$ cat config.mk
export PLATFORM = sky130hd
export DESIGN_NAME = keypad_scan_decoder_flat
export DESIGN_NICKNAME = d
export VERILOG_FILES = /design/src/rtl/keypad_pkg.sv /design/src/rtl/keypad_scan_decoder_if.sv /design/src/rtl/onehot_enc4.sv /design/src/rtl/keypad_scan_decoder.sv /design/src/flat_wrapper.sv
export SDC_FILE = /design/constraint.sdc
export NUM_CORES = 1
export LEC_CHECK = 0
export CAP_MARGIN = 20
export CORE_MARGIN = 8
export CORE_UTILIZATION = 45
export DETAILED_ROUTE_END_ITERATION = 12
export PLACE_DENSITY = 0.67
export SKIP_LAST_GASP = 1
export SLEW_MARGIN = 20
export SYNTH_ARGS = -nofsm -noshare
export SYNTH_HDL_FRONTEND = slang
export SYNTH_HIERARCHICAL = 1
export SYNTH_SLANG_ARGS = --single-unit
$ cat constraint.sdc
create_clock -name clk -period 5.5 [get_ports clk]
set_input_delay 0.825 -clock clk [delete_from_list [all_inputs] [get_ports clk]]
set_output_delay 0.825 -clock clk [all_outputs]
set_load 0.05 [all_outputs]
$ cat src/rtl/keypad_pkg.sv
// Shared types and sizing for the keypad scan decoder.
// Purely declarative; no timing of its own.
// Classification helpers are combinational and carry no flow control.
package keypad_pkg;

  localparam int KEY_CODE_W = 4;
  localparam int NUM_ROWS   = 4;
  localparam int NUM_COLS   = 4;
  localparam int NUM_KEYS   = NUM_ROWS * NUM_COLS;

  typedef enum logic [1:0] {
    ST_IDLE     = 2'd0,
    ST_DEBOUNCE = 2'd1,
    ST_HELD     = 2'd2,
    ST_RELEASE  = 2'd3
  } state_t;

  typedef enum logic [1:0] {
    CLS_NONE   = 2'd0,
    CLS_SINGLE = 2'd1,
    CLS_MULTI  = 2'd2
  } class_t;

  // How many keys a frame snapshot holds: none, exactly one, or several.
  function automatic class_t classify(input logic [NUM_KEYS-1:0] snap);
    int n;
    n = 0;
    for (int i = 0; i < NUM_KEYS; i++) begin
      n = n + int'(snap[i]);
    end
    if (n == 0) return CLS_NONE;
    else if (n == 1) return CLS_SINGLE;
    return CLS_MULTI;
  endfunction

  // Index of the lowest set bit; only meaningful for a SINGLE snapshot.
  function automatic logic [KEY_CODE_W-1:0] lowest_index(input logic [NUM_KEYS-1:0] snap);
    logic [KEY_CODE_W-1:0] idx;
    idx = '0;
    for (int i = NUM_KEYS - 1; i >= 0; i--) begin
      if (snap[i]) idx = KEY_CODE_W'(i);
    end
    return idx;
  endfunction

endpackage

$ cat src/rtl/keypad_scan_decoder_if.sv
// Key event channel: key code, valid/ready handshake and overrun pulse.
// Pure wiring, zero latency.
// Producer holds key_valid/key_code until key_ready is seen high.
interface keypad_scan_decoder_if;
  import keypad_pkg::*;

  logic [KEY_CODE_W-1:0] key_code;
  logic                  key_valid;
  logic                  key_ready;
  logic                  overrun;

  modport master (
    output key_code,
    output key_valid,
    output overrun,
    input  key_ready
  );

  modport slave (
    input  key_code,
    input  key_valid,
    input  overrun,
    output key_ready
  );

endinterface

$ cat src/rtl/onehot_enc4.sv
// 4-bit one-hot column to 2-bit index, plus a strict one-hot flag.
// Combinational, zero latency.
// No flow control; the index falls back to the lowest set bit (0 for all-zero).
module onehot_enc4 (
  input  logic [3:0] i_onehot,
  output logic [1:0] o_idx,
  output logic       o_valid
);

  // Lowest-set-bit priority encode and exact one-hot detection.
  always_comb begin
    o_idx = 2'd0;
    if (i_onehot[0])      o_idx = 2'd0;
    else if (i_onehot[1]) o_idx = 2'd1;
    else if (i_onehot[2]) o_idx = 2'd2;
    else if (i_onehot[3]) o_idx = 2'd3;
    o_valid = $onehot(i_onehot);
  end

endmodule

$ cat src/rtl/keypad_scan_decoder.sv
// Keypad scan decoder: frames row samples into 16-key snapshots, debounces, emits key codes.
// Event valid the cycle after the frame-ending col_step; rows see a 2-flop synchronizer.
// A new event while one is still pending (and not accepted that cycle) is dropped with an overrun pulse.
// Optional build macro KEYPAD_ONEHOT_CHECK_EN enables the sticky onehot_err check and frame discard.
module keypad_scan_decoder
  import keypad_pkg::*;
#(
  parameter int DEBOUNCE_SCANS = 3
) (
  input  logic                  clk,
  input  logic                  reset_n,
  input  logic [NUM_COLS-1:0]   col_onehot,
  input  logic                  col_step,
  input  logic [NUM_ROWS-1:0]   row_n,
  output logic                  onehot_err,
  keypad_scan_decoder_if.master kif
);

  localparam logic [3:0] DS = 4'(DEBOUNCE_SCANS);

  logic [NUM_ROWS-1:0]   r_row_meta;
  logic [NUM_ROWS-1:0]   r_row_s;
  logic [1:0]            w_col_idx;
  logic                  w_col_valid;
  logic                  w_is_first;
  logic                  w_is_last;
  logic                  w_bad;
  logic                  w_record;
  logic                  w_eval;
  logic [NUM_KEYS-1:0]   r_snap;
  logic [NUM_KEYS-1:0]   w_snap_next;
  logic                  r_frame_active;
  class_t                w_cls;
  logic [KEY_CODE_W-1:0] w_code;
  state_t                r_state;
  state_t                w_state_nx;
  logic [3:0]            r_cnt;
  logic [3:0]            w_cnt_nx;
  logic [3:0]            w_cnt_inc;
  logic [KEY_CODE_W-1:0] r_cand;
  logic [KEY_CODE_W-1:0] w_cand_nx;
  logic                  w_emit;
  logic [KEY_CODE_W-1:0] w_emit_code;
  logic [KEY_CODE_W-1:0] r_key_code;
  logic                  r_key_valid;
  logic                  r_overrun;

  onehot_enc4 u_enc (
    .i_onehot (col_onehot),
    .o_idx    (w_col_idx),
    .o_valid  (w_col_valid)
  );

  // Two-flop synchronizer for the asynchronous rows; idle rows read high.
  always_ff @(posedge clk or negedge reset_n) begin
    if (!reset_n) begin
      r_row_meta <= '1;
      r_row_s    <= '1;
    end else begin
      r_row_meta <= row_n;
      r_row_s    <= r_row_meta;
    end
  end

  // Frame bookkeeping: which steps are recorded, which one evaluates, and the merged snapshot.
  always_comb begin
    w_is_first = w_col_valid && (w_col_idx == 2'd0);
    w_is_last  = w_col_valid && (w_col_idx == 2'd3);
`ifdef KEYPAD_ONEHOT_CHECK_EN
    w_bad      = col_step && !w_col_valid;
`else
    w_bad      = 1'b0;
`endif
    w_record   = col_step && !w_bad && (r_frame_active || w_is_first);
    w_eval     = w_record && w_is_last;
    // A column-0 step opens a fresh frame, so stale bits never leak in.
    w_snap_next = w_is_first ? '0 : r_snap;
    for (int r = 0; r < NUM_ROWS; r++) begin
      if (!r_row_s[r]) w_snap_next[r*NUM_COLS + int'(w_col_idx)] = 1'b1;
    end
    w_cls  = classify(w_snap_next);
    w_code = lowest_index(w_snap_next);
  end

  // Snapshot and alignment state; a bad column step drops the frame and waits for column 0.
  always_ff @(posedge clk or negedge reset_n) begin
    if (!reset_n) begin
      r_snap         <= '0;
      r_frame_active <= 1'b0;
    end else if (w_bad) begin
      r_snap         <= '0;
      r_frame_active <= 1'b0;
    end else if (w_record) begin
      r_frame_active <= 1'b1;
      r_snap         <= w_eval ? '0 : w_snap_next;
    end
  end

  // Debounce FSM state register.
  always_ff @(posedge clk or negedge reset_n) begin
    if (!reset_n) begin
      r_state <= ST_IDLE;
      r_cnt   <= '0;
      r_cand  <= '0;
    end else begin
      r_state <= w_state_nx;
      r_cnt   <= w_cnt_nx;
      r_cand  <= w_cand_nx;
    end
  end

  // Debounce FSM next state: only moves on an evaluated frame; cnt counts identical frames.
  always_comb begin
    w_state_nx  = r_state;
    w_cnt_nx    = r_cnt;
    w_cand_nx   = r_cand;
    w_emit      = 1'b0;
    w_emit_code = r_cand;
    w_cnt_inc   = r_cnt + 4'd1;
    if (w_eval) begin
      case (r_state)
        ST_IDLE: begin
          if (w_cls == CLS_SINGLE) begin
            w_cand_nx = w_code;
            w_cnt_nx  = 4'd1;
            if (DS == 4'd1) begin
              w_emit      = 1'b1;
              w_emit_code = w_code;
              w_state_nx  = ST_HELD;
            end else begin
              w_state_nx  = ST_DEBOUNCE;
            end
          end
        end
        ST_DEBOUNCE: begin
          if ((w_cls == CLS_SINGLE) && (w_code == r_cand)) begin
            w_cnt_nx = w_cnt_inc;
            if (w_cnt_inc >= DS) begin
              w_emit     = 1'b1;
              w_state_nx = ST_HELD;
            end
          end else begin
            w_cnt_nx   = '0;
            w_state_nx = ST_IDLE;
          end
        end
        ST_HELD: begin
          if (w_cls == CLS_NONE) begin
            w_cnt_nx   = 4'd1;
            w_state_nx = (DS == 4'd1) ? ST_IDLE : ST_RELEASE;
          end
        end
        ST_RELEASE: begin
          if (w_cls == CLS_NONE) begin
            w_cnt_nx = w_cnt_inc;
            if (w_cnt_inc >= DS) w_state_nx = ST_IDLE;
          end else begin
            w_state_nx = ST_HELD;
          end
        end
        default: w_state_nx = ST_IDLE;
      endcase
    end
  end

  // Event output register: load when the slot is free or being emptied this cycle, else flag overrun.
  always_ff @(posedge clk or negedge reset_n) begin
    if (!reset_n) begin
      r_key_code  <= '0;
      r_key_valid <= 1'b0;
      r_overrun   <= 1'b0;
    end else begin
      r_overrun <= 1'b0;
      if (w_emit) begin
        if (!r_key_valid || kif.key_ready) begin
          r_key_code  <= w_emit_code;
          r_key_valid <= 1'b1;
        end else begin
          r_overrun   <= 1'b1;
        end
      end else if (r_key_valid && kif.key_ready) begin
        r_key_valid <= 1'b0;
      end
    end
  end

  assign kif.key_code  = r_key_code;
  assign kif.key_valid = r_key_valid;
  assign kif.overrun   = r_overrun;

`ifdef KEYPAD_ONEHOT_CHECK_EN
  logic r_onehot_err;

  // Sticky record of any column step whose column select was not one-hot.
  always_ff @(posedge clk or negedge reset_n) begin
    if (!reset_n)   r_onehot_err <= 1'b0;
    else if (w_bad) r_onehot_err <= 1'b1;
  end

  assign onehot_err = r_onehot_err;
`else
  assign onehot_err = 1'b0;
`endif

endmodule

$ cat src/flat_wrapper.sv
// flat-port wrapper written by rule: the top's interface ports become plain ports
module keypad_scan_decoder_flat import keypad_pkg::*;
#(
  parameter int DEBOUNCE_SCANS = 3
)
  (clk, reset_n, col_onehot, col_step, row_n, onehot_err, kif_key_code, kif_key_valid, kif_overrun, kif_key_ready);
  keypad_scan_decoder_if kif_i ();
  input  logic clk;
  input  logic reset_n;
  input  logic [NUM_COLS-1:0] col_onehot;
  input  logic col_step;
  input  logic [NUM_ROWS-1:0] row_n;
  output logic onehot_err;
  output wire logic [$bits(kif_i.key_code)-1:0] kif_key_code;
  output wire logic [$bits(kif_i.key_valid)-1:0] kif_key_valid;
  output wire logic [$bits(kif_i.overrun)-1:0] kif_overrun;
  input wire logic [$bits(kif_i.key_ready)-1:0] kif_key_ready;
  assign kif_key_code = kif_i.key_code;
  assign kif_key_valid = kif_i.key_valid;
  assign kif_overrun = kif_i.overrun;
  assign kif_i.key_ready = kif_key_ready;
  keypad_scan_decoder #(.DEBOUNCE_SCANS(DEBOUNCE_SCANS)) u_core (.clk(clk), .reset_n(reset_n), .col_onehot(col_onehot), .col_step(col_step), .row_n(row_n), .onehot_err(onehot_err), .kif(kif_i));
endmodule
==> impl_metrics.py, run 1 <==
metrics = {
    "clocking": {
        "tritoncts.num_buffers": 5,
        "clock-sinks": 41,
        "tritoncts_clock_tree": "yes",
        "cts_hold_buffers": 0,
        "max-clock-path-buffers": 2,
        "htree_levels": 2,
        "clk_pin_slew_ns": 0.08,
        "cts-root-buf": "clkbuf_8",
        "clock_insertion_delay_worst_skew_ns": 0.30,
    },
    "timing": {
        "post-route-worst-setup-slack_ns": -0.875,
        "slew_viol_final": 0,
        "timing.slew.headroom_pct": 41.0,
        "unrepaired_setup_endpoints_after_global_routing": "true",
        "clock_skew_ns": 0.0144,
        "worst_pin_slew_ns": 0.885,
        "report.final.setup_viol": 16,
        "hold-worst-slack_ns": 0.357,
        "period_minus_slack_ns": 6.38,
        "hold_violations": 0,
        "fmaxAchievable_mhz": 157,
        "timing.final.crit_share_pct": 116,
    },
    "hold_path": {
        "worstHoldPathType": "flop to flop",
        "holdCritStartpoint": "u_core/r_row_meta[0]$_DFF_PN1_",
        "hold-path-cell-count": 0,
        "hold_end": "u_core/r_row_s[0]$_DFF_PN1_",
    },
    "yosys": {
        "synth.net_count": 346,
        "synth_seq_cells": 41,
        "seq_total_area_yosys_pct": 36.1,
        "yosysMostFrequentCell": "dfrtp_1",
        "synthesis.area_per_instance_sq_um": 9.14,
        "netlist.top_cell.by_area": "dfrtp_1",
        "synthCells": 314,
        "synth_warnings": 6,
        "ys_async_sr_fraction_pct": 100,
        "post_synth_main_area_contributors": "dfrtp_1, fa_1, dfstp_2",
        "synth_enable_flop_cells": 0,
        "synth_area_sq_mm": 0.00287,
        "post_synth_num_cell_types": 58,
        "synth.cells.most_frequent": "dfrtp_1, nor2_1, inv_1",
        "yosys.area.top_type_share_pct": 28.8,
        "yosys_most_used_dff": "dfrtp_1",
    },
    "die": {
        "chipHeight_microns": 95.9,
        "placementRows": 29,
        "i_o_pin_cnt": 19,
        "core_sq_mm": 0.00628,
        "die_x_extent_microns": 95.9,
        "initial_utilization_pct": 45.7,
        "die-area_sq_mm": 0.00919,
    },
    "global_routing": {
        "pin_count_of_the_biggest_net_entering_global_routing": 42,
        "groute.usage.overall_pct": 16.6,
        "antenna_found_initial": 0,
        "grt_first_pass_wirelength_microns": 12100,
        "via_count_of_the_first_global_routing_pass": 2523,
        "gr-total-overflow": 0,
    },
    "layout": {
        "antennaDiodeCount": 0,
        "post-route-cell-area_sq_mm": 0.00363,
        "layout_cells_sized_above_1_pct": 30.3,
        "synthToLayoutAreaGrowth_pct": 26.6,
        "fin_cells": 443,
        "fin_nets": 397,
    },
    "setup_path": {
        "cp_max_fo": 4,
        "timing.critical_path.mode_cell": "fa_1",
        "rr_endpoint": "u_core/kif.key_code[2]$_DFFE_PN0P_",
        "timing.critical_path.to_type": "flop",
        "critical_path.reg2reg.startpoint": "u_core/r_row_s[1]$_DFF_PN1_",
        "worst_path_dominant_cell_family": "adder cells",
        "critical-path-max-stage-delay_ns": 0.52,
        "worst-endpoint-required_ns": 5.68,
        "startpoint_type": "primary input",
        "cp_slowest_cell": "fa_1",
        "arrival_ns": 6.55,
        "crit_type": "primary input to flop",
        "reg2reg_setup_slack_ns": 0.41,
        "cp.buffers_inverters": 7,
        "worst_case_reg_to_reg_path_depth": 19,
    },
    "placement": {
        "place.detailed.hpwl_microns": 5190,
        "numPortBuffers": 17,
        "place_congestion": 0.904,
        "dpl_cell_area_sq_mm": 0.00345,
        "placed_cells": 431,
        "place_ws_ns": -1.91,
    },
    "status": {
        "status": "complete, but fails checks",
        "violations": "setup timing",
    },
    "drt": {
        "vias_per_cell": 5.58,
        "detail_route.drc_violations": 0,
        "dr_pass1_iterations": 4,
        "drt-wirelength-per-cell_microns": 15.7,
        "routed_wirelength_microns": 6960,
        "antenna_left": 0,
        "drt_iter0_drc": 203,
        "dr_total_vias": 2471,
    },
    "power": {
        "power-per-cell-area_mw_per_mm2": 605,
        "p_leak_uw": 0.00163,
        "ir_drop_v": 0.000551,
    },
    "run": {
        "maxCapViolCount": 0,
    },
}
[metal layers]
| metal | up-vias | global-route usage (%) | wire [microns] |
|---|---|---|---|
| met1 | 1206 | 21.0 | 3110 |
| met4 | 0 | 4.35 | 74 |
| met3 | 9 | 2.50 | 230 |
| met2 | 52 | 28.9 | 3550 |
| met5 | - | 0 | 0 |
| li1 | 1204 | - | - |
[timing repair]
action | 4_1_cts | 5_1_grt
pin swaps | 16 | 15
gates resized for setup | 22 | 10
setup buffers | 3 | 1
endpoints found under the setup margin | 16 | 16
[worst max-delay path by stage]
stage / cells past startpoint / to / from
after floorplan: 28 / u_core/kif.key_code[0]$_DFFE_PN0P_ / col_onehot[0]
after global placement: 28 / u_core/kif.key_code[1]$_DFFE_PN0P_ / col_onehot[0]
after detailed placement: 29 / u_core/r_cnt[3]$_DFFE_PN0P_ / col_onehot[0]
after CTS: 26 / u_core/kif.key_code[2]$_DFFE_PN0P_ / col_onehot[0]
after global routing: 26 / u_core/kif.key_code[2]$_DFFE_PN0P_ / col_onehot[3]
final: 26 / u_core/kif.key_code[2]$_DFFE_PN0P_ / col_onehot[3]
[sequential cells by signal (all words and copies together), names as in the netlist]
signal	count
u_core/r_row_meta	4
u_core/kif.key_code	4
u_core/kif.overrun	1
u_core/r_snap	16
u_core/r_state	2
u_core/r_cnt	4
u_core/r_frame_active	1
u_core/r_row_s	4
u_core/kif.key_valid	1
u_core/r_cand	4
[cells by family after synthesis]
group / after synthesis / synth area share [%]
AND/OR/NAND/NOR: 100 / 18.8
AO/OA/AOI/OAI: 96 / 22.7
buffers and inverters: 43 / 6.14
flip-flops: 41 / 36.1
adder cells (fa/ha/maj): 20 / 11.6
multiplexers: 8 / 3.09
XOR/XNOR: 5 / 1.53
other: 1 / 0.131
[report_power, final]
group | internal [uW] | total, uW | switching (uW)
Combinational | 767 | 1560 | 789
Sequential | 351 | 433 | 81.6
Clock | 102 | 213 | 110
Total | 1220 | 2200 | 981
[metrics by stage]
| step | setup TNS [ns] | utilization, % | power (uW) |
|---|---|---|---|
| 6_report | -13.24 | 57.9 | 2200 |
| 5_1_grt | -17.33 | 57.9 | 2450 |
| 4_1_cts | -15.91 | 57.1 | 2150 |
| 3_5_place_dp | -28.48 | 54.9 | 1850 |
| 3_3_place_gp | -27.20 | 54.9 | 1770 |
| 2_1_floorplan | -14.61 | - | 1480 |
[layout make-up]
| cell class | count | area, sq um |
|---|---|---|
| timing repair buffer | 60 | 493 |
| inverter | 27 | 111 |
| multi-input combinational | 230 | 1800 |
| sequential | 41 | 1040 |
| clock buffer | 7 | 86.3 |
| clock inverter | 1 | 7.51 |
| tap | 77 | 96.3 |
| fill | 551 | 2640 |
[placed cells by master (no fill, tap or decap), types with 5 or more instances in the layout]
master,instances
dfstp_2,8
a21oi_1,19
clkbuf_8,6
o21a_1,9
nand2_1,21
buf_4,43
nor2_1,27
ha_1,6
nand2b_1,6
o21bai_1,8
o21ai_0,17
inv_1,22
nand3_1,5
clkdlybuf4s50_1,13
nor2b_1,5
fa_1,10
dfrtp_1,33
Power figures use the tool's default switching activity.
==> run 2, diff against run 1 <==
CORE_UTILIZATION = 54   (was 45)
PLACE_DENSITY = 0.78   (was 0.67)
==> impl_metrics.py, run 2 (synthesis results as in run 1) <==
metrics = {
    "placement": {
        "numPortBuffers": 17,
        "place_ws_ns": -2.06,
        "place_congestion": 0.923,
        "dpl_cell_area_sq_mm": 0.00345,
        "place.detailed.hpwl_microns": 5320,
    },
    "run": {
        "maxCapViolCount": 0,
    },
    "layout": {
        "top_register": "u_core/r_snap",
        "antennaDiodeCount": 0,
        "layout_cells_sized_above_1_pct": 33.0,
        "flip_flop_count_of_the_largest_register_all_copies_and_words_added": 16,
        "post-route-cell-area_sq_mm": 0.00369,
        "final_cell_mix": "buf_4, dfrtp_1, nor2_1, inv_1, nand2_1",
        "synthToLayoutAreaGrowth_pct": 28.5,
        "fin_nets": 401,
        "layout.cells.most_common": "buf_4",
    },
    "drt": {
        "vias_per_cell": 5.83,
        "routed_wirelength_microns": 7180,
        "drt_iter0_drc": 162,
        "antenna_left": 0,
        "dr_pass1_iterations": 4,
        "drt-wirelength-per-cell_microns": 16.3,
        "detail_route.drc_violations": 0,
        "dr_total_vias": 2564,
    },
    "setup_path": {
        "timing.critical_path.mode_cell": "fa_1",
        "timing.critical_path.to_type": "flop",
        "startpoint_type": "primary input",
        "worst_path_dominant_cell_family": "adder cells",
        "critical-path-max-stage-delay_ns": 0.54,
        "cp_max_fo": 4,
        "worst-endpoint-required_ns": 5.68,
        "crit_type": "primary input to flop",
        "cp.buffers_inverters": 7,
        "arrival_ns": 6.59,
        "cp_slowest_cell": "fa_1",
    },
    "timing": {
        "timing.slew.headroom_pct": 40.1,
        "worst_pin_slew_ns": 0.899,
        "clock_skew_ns": 0.0113,
        "slew_viol_final": 0,
        "post-route-worst-setup-slack_ns": -0.909,
        "hold_violations": 0,
        "unrepaired_setup_endpoints_after_global_routing": "true",
        "fin_setup_tns_ns": -13.74,
        "fmaxAchievable_mhz": 156,
        "report.final.setup_viol": 16,
        "period_minus_slack_ns": 6.41,
        "timing.final.crit_share_pct": 117,
    },
    "global_routing": {
        "grt_first_pass_wirelength_microns": 11900,
        "groute.usage.overall_pct": 19.0,
        "gr-total-overflow": 0,
        "pin_count_of_the_biggest_net_entering_global_routing": 42,
        "antenna_found_initial": 0,
        "via_count_of_the_first_global_routing_pass": 2482,
    },
    "clocking": {
        "clock_insertion_delay_worst_skew_ns": 0.30,
        "clock-sinks": 41,
        "clk_pin_slew_ns": 0.08,
        "cts-root-buf": "clkbuf_8",
        "max-clock-path-buffers": 2,
        "htree_levels": 2,
        "tritoncts_clock_tree": "yes",
        "tritoncts.num_buffers": 5,
    },
    "die": {
        "i_o_pin_cnt": 19,
        "die-area_sq_mm": 0.00791,
        "chipHeight_microns": 88.9,
        "placementRows": 26,
        "die_x_extent_microns": 88.9,
        "initial_utilization_pct": 56.2,
        "core_sq_mm": 0.00511,
    },
    "power": {
        "clock_power_share_pct": 9.3,
        "power.net_switching_uw": 1090,
        "power-per-cell-area_mw_per_mm2": 651,
        "ir_drop_v": 0.000719,
        "p_leak_uw": 0.00166,
        "power_frac_seq_pct": 18.2,
        "switching_share_pct": 45.5,
        "p_comb_share_pct": 72.5,
        "cell_internal_pwr_uw": 1310,
    },
    "hold_path": {
        "worstHoldPathType": "flop to flop",
    },
    "status": {
        "status": "complete, but fails checks",
        "violations": "setup timing",
    },
}
[run 2: changes by cell type in the layout (fill, tap and decap cells not counted), sizes merged]
cell and delta:
buf +4, clkinvlp -1, inv +1
[run 2: power by group through the flow]
| stage | Combinational (uW) | Clock (uW) | Sequential (uW) |
|---|---|---|---|
| 2_1_floorplan | 1080 | 0 | 400 |
| 3_3_place_gp | 1350 | 0 | 430 |
| 3_5_place_dp | 1460 | 0 | 434 |
| 4_1_cts | 1560 | 228 | 429 |
| 5_1_grt | 1920 | 239 | 443 |
| 6_report | 1740 | 223 | 438 |
[run 2: layout make-up]
cell class              instances  area (sq um)
clock buffers                   7          96.3
clock inverters                 1          8.76
fillers                       387          1420
inverters                      27           109
multi-input cells             230          1840
flip-flops and latches         41          1040
well taps                      70          87.6
repair buffers                 64           513
[run 2: worst register-to-register path, delay by kind of cell (launching register included)]
family / cells / cell delay (ns)
adder cells (fa/ha/maj): 6 / 2.50
AND/OR/NAND/NOR: 6 / 0.96
flip-flops: 1 / 0.63
multiplexers: 1 / 0.34
AO/OA/AOI/OAI: 2 / 0.30
buffers and inverters: 4 / 0.28
[run 2: path summary, 6_finish.rpt]
path	cells after the start	slack, ns	endpoint	from
worst max-delay path	26	-0.91	u_core/kif.key_code[2]$_DFFE_PN0P_	col_onehot[0]
worst min-delay path	0	0.36	u_core/r_row_s[2]$_DFF_PN1_	u_core/r_row_meta[2]$_DFF_PN1_
worst min register to register	0	0.36	u_core/r_row_s[2]$_DFF_PN1_	u_core/r_row_meta[2]$_DFF_PN1_
min in group asynchronous	1	0.66	u_core/r_frame_active$_DFFE_PN0P_	reset_n
worst max register to register	19	0.38	u_core/kif.key_code[2]$_DFFE_PN0P_	u_core/r_row_s[1]$_DFF_PN1_
max in group asynchronous	1	4.28	u_core/kif.key_code[1]$_DFFE_PN0P_	reset_n
[run 2: through the flow]
step                      hold WS, ns  utilization [%]  total power, uW  std cells
after floorplan                 0.345                -             1480        314
after global placement          0.346             67.6             1780        426
after detailed placement        0.348             67.6             1890        426
after CTS                       0.359             71.1             2220        437
after global routing            0.361             72.3             2600        440
final                           0.358             72.3             2400        440
[run 2: routing by layer]
layer	GRT usage [%]	up-vias	wire length, microns
li1	-	1204	-
met2	31.3	85	3560
met1	25.1	1264	3180
met4	6.14	0	119
met3	2.48	11	322
met5	0	-	0
[run 2: what timing repair did]
item | 4_1_cts | 5_1_grt
buffers inserted | 3 | 3
resized for setup | 28 | 9
pin swaps | 15 | 16
hold buffers | 0 | 0
setup endpoints to repair | 16 | 16
==> run 3, diff against run 2 <==
==> constraint.sdc (replaced) <==
create_clock -name clk -period 5.5 [get_ports clk]
set_input_delay 0.825 -clock clk [delete_from_list [all_inputs] [get_ports clk]]
set_output_delay 0.825 -clock clk [all_outputs]
set_load 0.01 [all_outputs]
==> results of run 3 <==
The final DEF is identical to that of run 2. Status: complete, but fails checks: setup timing.
